## src/rtl/rib_rr_arbiter_pkg.sv

```systemverilog
// Shared constants and types for the RIB master arbiter and its round-robin picker.
package rib_rr_arbiter_pkg;

  localparam int unsigned NUM_MASTERS = 4;
  localparam int unsigned IDX_W       = 2;
  localparam int unsigned LOCK_CNT_W  = 8;

  localparam logic [IDX_W-1:0] M_CORE_EX = 2'd0;
  localparam logic [IDX_W-1:0] M_CORE_PC = 2'd1;
  localparam logic [IDX_W-1:0] M_JTAG    = 2'd2;
  localparam logic [IDX_W-1:0] M_UART    = 2'd3;

  typedef enum logic {
    ST_IDLE = 1'b0,
    ST_OWN  = 1'b1
  } arb_state_e;

  // Binary index of a one-hot master vector; zero for an all-zero vector.
  function automatic logic [IDX_W-1:0] onehot_to_idx(input logic [NUM_MASTERS-1:0] oh);
    logic [IDX_W-1:0] idx;
    idx = '0;
    for (int unsigned i = 0; i < NUM_MASTERS; i++) begin
      if (oh[i]) idx = idx | IDX_W'(i);
    end
    return idx;
  endfunction

endpackage

```

## src/rtl/rib_rr_arbiter_pick4.sv

```systemverilog
// Combinational round-robin picker: first requester at or after ptr_i, wrapping mod 4.
module rr_pick4
  import rib_rr_arbiter_pkg::*;
(
  input  logic [NUM_MASTERS-1:0] req_i,
  input  logic [IDX_W-1:0]       ptr_i,
  output logic [NUM_MASTERS-1:0] win_c_o,
  output logic                   valid_c_o
);

  logic [IDX_W-1:0] idx;

  always_comb begin
    win_c_o   = '0;
    valid_c_o = 1'b0;
    idx       = '0;
    for (int unsigned k = 0; k < NUM_MASTERS; k++) begin
      idx = ptr_i + IDX_W'(k);
      if (!valid_c_o && req_i[idx]) begin
        win_c_o[idx] = 1'b1;
        valid_c_o    = 1'b1;
      end
    end
  end

endmodule

```

## src/rtl/rib_rr_arbiter.sv

```systemverilog
// Round-robin owner arbiter for the four RIB masters with bounded locked ownership.
module rib_rr_arbiter
  import rib_rr_arbiter_pkg::*;
#(
  parameter int unsigned MAX_LOCK = 16
) (
  input  logic                   clk,
  input  logic                   rst,
  input  logic [NUM_MASTERS-1:0] req_i,
  input  logic [NUM_MASTERS-1:0] lock_i,
  output logic [NUM_MASTERS-1:0] grant_o,
  output logic [IDX_W-1:0]       sel_o,
  output logic                   busy_o,
  output logic [NUM_MASTERS-1:0] hold_o,
  output logic                   timeout_o
);

  localparam logic [LOCK_CNT_W-1:0] MAX_LOCK_C = LOCK_CNT_W'(MAX_LOCK);

  arb_state_e              state_q, state_d;
  logic [IDX_W-1:0]        ptr_q, ptr_d;
  logic [LOCK_CNT_W-1:0]   lock_cnt_q, lock_cnt_d;
  logic [NUM_MASTERS-1:0]  grant_q, grant_d;
  logic [IDX_W-1:0]        sel_q, sel_d;
  logic                    busy_q, busy_d;
  logic                    timeout_q, timeout_d;

  logic                    owner_req, owner_lock, lock_full, arb_en;
  logic [NUM_MASTERS-1:0]  pick_req, pick_win;
  logic                    pick_valid;
  logic [IDX_W-1:0]        pick_idx;

  assign owner_req  = req_i[sel_q];
  assign owner_lock = lock_i[sel_q];
  assign lock_full  = (lock_cnt_q == MAX_LOCK_C);
  assign arb_en     = (state_q == ST_IDLE) || !owner_req || !owner_lock || lock_full;

  // The releasing owner never wins its own handover.
  assign pick_req = (state_q == ST_OWN) ? (req_i & ~grant_q) : req_i;
  assign pick_idx = onehot_to_idx(pick_win);

  rr_pick4 u_pick (
    .req_i     (pick_req),
    .ptr_i     (ptr_q),
    .win_c_o   (pick_win),
    .valid_c_o (pick_valid)
  );

  always_comb begin
    state_d    = state_q;
    ptr_d      = ptr_q;
    lock_cnt_d = lock_cnt_q;
    grant_d    = grant_q;
    sel_d      = sel_q;
    busy_d     = busy_q;
    timeout_d  = 1'b0;
    if (arb_en) begin
      timeout_d = (state_q == ST_OWN) && owner_req && owner_lock && lock_full;
      if (pick_valid) begin
        state_d    = ST_OWN;
        grant_d    = pick_win;
        sel_d      = pick_idx;
        ptr_d      = pick_idx + IDX_W'(1);
        lock_cnt_d = LOCK_CNT_W'(1);
        busy_d     = 1'b1;
      end else begin
        state_d    = ST_IDLE;
        grant_d    = '0;
        sel_d      = M_CORE_EX;
        lock_cnt_d = '0;
        busy_d     = 1'b0;
      end
    end else if (lock_cnt_q < MAX_LOCK_C) begin
      lock_cnt_d = lock_cnt_q + LOCK_CNT_W'(1);
    end
  end

  always_ff @(posedge clk) begin
    if (rst) begin
      state_q    <= ST_IDLE;
      ptr_q      <= '0;
      lock_cnt_q <= '0;
      grant_q    <= '0;
      sel_q      <= '0;
      busy_q     <= 1'b0;
      timeout_q  <= 1'b0;
    end else begin
      state_q    <= state_d;
      ptr_q      <= ptr_d;
      lock_cnt_q <= lock_cnt_d;
      grant_q    <= grant_d;
      sel_q      <= sel_d;
      busy_q     <= busy_d;
      timeout_q  <= timeout_d;
    end
  end

  assign grant_o   = grant_q;
  assign sel_o     = sel_q;
  assign busy_o    = busy_q;
  assign timeout_o = timeout_q;
  assign hold_o    = req_i & ~grant_q;

endmodule

```

## config.mk

```make
export PLATFORM = sky130hd
export DESIGN_NAME = rib_rr_arbiter
export DESIGN_NICKNAME = d
export VERILOG_FILES = /design/src/rtl/rib_rr_arbiter_pkg.sv /design/src/rtl/rib_rr_arbiter_pick4.sv /design/src/rtl/rib_rr_arbiter.sv
export SDC_FILE = /design/constraint.sdc
export NUM_CORES = 1
export LEC_CHECK = 0
export BUFFER_PORTS_ARGS = -buffer_cell sky130_fd_sc_hd__buf_2
export CAP_MARGIN = 20
export CORE_MARGIN = 2
export CORE_UTILIZATION = 50
export DETAILED_ROUTE_END_ITERATION = 12
export PLACE_DENSITY_LB_ADDON = 0.3
export SKIP_CTS_REPAIR_TIMING = 1
export SYNTH_ARGS = -nofsm -noshare
export SYNTH_HDL_FRONTEND = slang
export SYNTH_HIERARCHICAL = 1
export SYNTH_SLANG_ARGS = --single-unit
```

## constraint.sdc

```tcl
create_clock -name clk -period 2.8 [get_ports clk]
set_input_delay 0.84 -clock clk [delete_from_list [all_inputs] [get_ports clk]]
set_output_delay 0.84 -clock clk [all_outputs]
set_load 0.02 [all_outputs]
```

==> impl_metrics.json <==
{
  "num_rows": 18,
  "synth_top_family_by_area": "simple AND/OR/NAND/NOR gates",
  "fmax_mhz": 372,
  "finalHoldViolCount": 0,
  "rsz0062_at_grt": "no",
  "status": "finished, final reports clean",
  "clk_latency_ns": 0.30,
  "yosys.area_share.simple": 0.243,
  "synth_fa_ha_area_frac": 0.0729,
  "critPathBufInv": 2,
  "wl_microns": 3100,
  "relSlewSlack": 0.678,
  "synth_seq_cells": 18,
  "hp-class": "reg2reg",
  "synth_mux_area_frac": 0.108,
  "maxCapViolations": 0,
  "finalMaxSlewViolations": 0,
  "synthCells": 145,
  "final_nets": 200,
  "die_h_microns": 56.4,
  "use_met2": 0.355,
  "grt_overflow": 0,
  "slowest_delay_ns": 0.51,
  "io_pins": 22,
  "cp-start-kind": "input port",
  "utilization": 0.645,
  "ys_async_sr_fraction": 0,
  "synth_compound_area_frac": 0.230,
  "antenna_left": 0,
  "root_buffer": "clkbuf_4",
  "drc": 0,
  "cts_sinks": 18,
  "drive_gt1_frac": 0.354,
  "p_total_mw": 1.59,
  "reg2reg_from": "busy_o",
  "gr-usage-met3": 0.0184,
  "place_area_sq_um": 1600,
  "synth_ff_type": "dfxtp_1",
  "setup_viol": 0,
  "io_buffers": 21,
  "cts_buffers": 3,
  "grt_max_degree": 22,
  "place_hpwl_microns": 2430,
  "grt_usage": 0.203,
  "num_antenna_cells": 0,
  "ctsLongestPathBuffers": 2,
  "nFillCells": 213,
  "path_class": "in2reg",
  "area_growth_pct": 19.5,
  "skew_ns": 0.000774,
  "hold_slack_ns": 0.513,
  "vias_per_cell": 5.86,
  "path_cells": "buf_2 > a21boi_1 > buf_4 > mux4_2 > a31o_1 > a221oi_2 > o2bb2ai_2 > or2_2 > a22o_2",
  "grt_pass1_vias": 1167,
  "synthesis.nets": 163,
  "arrival_ns": 2.89,
  "p_leak_nw": 0.720,
  "synth_area_per_cell_sq_um": 9.47,
  "cp_max_fo": 6,
  "h-tree-depth": 1,
  "synth_edf_count": 0,
  "drtPass1Iterations": 4,
  "die_w_microns": 56.4,
  "stdcell_area_sq_um": 1640,
  "drt_iter0_drc": 45,
  "wl_per_cell_microns": 14.7,
  "grt_util_met1": 0.263,
  "fp.dieArea_sq_um": 3180,
  "start_util": 0.539,
  "end_kind": "flop",
  "top_usage_layer": "met2",
  "synth_warnings": 6,
  "critPathLaunch": "req_i[0]",
  "yosysSeqAreaShare": 0.263,
  "stdcell_count": 211,
  "worstPathRequired_ns": 3.00,
  "antenna_found_initial": 0,
  "worst_pin_slew_ns": 0.479,
  "vias": 1237,
  "core_sq_um": 2540,
  "yosysUniqueCellTypes": 47,
  "cellPowerDensity_nw_per_um2": 972,
  "place_inst": 207,
  "hp-start": "lock_cnt_q[7]",
  "slowest_stage": "mux4_2",
  "grt_pass1_wl_microns": 5220,
  "path_clk_slew_ns": 0.10,
  "netlist_area_sq_um": 1370,
  "critical-path-top-delay-family": "compound AO/OA/AOI/OAI gates",
  "ir_drop_mv": 0.604,
  "cts_tree": "yes",
  "period_needed_ns": 2.69,
  "gp_congestion": 0.867,
  "min_period_over_period": 0.960,
  "synthXorXnorAreaFrac": 0.0255
}
## synth_stat cells (all sizes together) (2+ instances only)
library cell | number | share of area
nor3 | 5 | 0.018
buf | 5 | 0.032
a211oi | 2 | 0.011
nor3b | 2 | 0.011
dfxtp | 18 | 0.26
xnor2 | 4 | 0.026
a31oi | 2 | 0.0091
nand2 | 8 | 0.022
mux2 | 5 | 0.041
ha | 8 | 0.073
nor2b | 6 | 0.027
a22o | 6 | 0.039
o22ai | 6 | 0.027
a31o | 2 | 0.013
inv | 7 | 0.019
mux2i | 7 | 0.051
clkbuf | 2 | 0.0064
and2 | 4 | 0.019
o2bb2ai | 4 | 0.026
or2 | 2 | 0.0091
nand3 | 2 | 0.011
a21boi | 4 | 0.022
nand4 | 2 | 0.0091
and2b | 3 | 0.017
nor2 | 9 | 0.025
nand2b | 4 | 0.018
a221oi | 3 | 0.041
## worst register-to-register path, cell delays in order (launching register included)
cell and delay [ns]:
dfxtp_1 0.43, a21boi_1 0.16, buf_4 0.18, mux4_2 0.51, a31o_1 0.22, a221oi_2 0.22, o2bb2ai_2 0.11, or2_2 0.31
a22o_2 0.22
## metrics by stage
stage | worst slack (ns) | setup TNS (ns)
finish | 0.113 | 0
global route | 0.0132 | 0
CTS | 0.0852 | 0
detailed placement | -0.230 | -0.801
global placement | -0.141 | -0.465
floorplan | 0.0576 | 0
## state kept, by name, summed over array words and instances, names as in the netlist
register,count
ptr_q,2
timeout_o,1
grant_o,4
sel_o,2
lock_cnt_q,8
busy_o,1
## power by group
part | switching, mW | total [mW] | internal, mW | leakage (nW)
Sequential | 0.0543 | 0.368 | 0.314 | 0.147
Combinational | 0.558 | 1.06 | 0.506 | 0.551
Clock | 0.0840 | 0.163 | 0.0793 | 0.0210
Total | 0.696 | 1.59 | 0.899 | 0.720
## cell families after synthesis
logic type	Yosys count
buffers and inverters	14
adders and majority gates	8
AOI/OAI and AO/OA	33
muxes	13
xor gates and xnor gates	4
DFF	18
and+or+nand+nor	55
## cells in the final DEF (no fill, tap or decap), types with 2 or more instances in the layout
cell type / count
a211oi_1: 2
a21boi_1: 3
a221oi_2: 2
a22o_1: 5
a31o_1: 2
a31oi_1: 2
and2_1: 3
and2b_1: 2
buf_2: 21
buf_4: 18
clkbuf_4: 3
dfxtp_1: 18
ha_1: 8
inv_1: 7
mux2_2: 5
mux2i_1: 7
nand2_1: 8
nand2b_1: 4
nand4_1: 2
nor2_1: 9
nor2b_1: 6
nor3_1: 5
nor3b_1: 2
o22ai_1: 6
o2bb2ai_1: 3
or2_2: 2
xnor2_1: 4
## area by class of cell
class / instances / area, sq um / share of cell area
Clock buffer: 4 / 36.3 / 0.0221
Inverter: 7 / 26.3 / 0.0160
Multi-Input combinational cell: 113 / 940 / 0.573
Sequential cell: 18 / 360 / 0.220
Tap cell: 30 / 37.5 / 0.0229
Timing Repair Buffer: 39 / 240 / 0.146
## final timing paths
kind / slack, ns / to / cells past startpoint
max: 0.11 / sel_o[0] / 9
max reg2reg: 0.34 / sel_o[0] / 8
min: 0.51 / lock_cnt_q[7] / 1
min reg2reg: 0.51 / lock_cnt_q[7] / 1
## layer usage
metal | wire length (microns) | part of all wire
met1 | 1470 | 0.47
met2 | 1500 | 0.48
met3 | 110 | 0.035
met4 | 21 | 0.0068
met5 | 0 | 0
(Power assumes the default switching activity.)
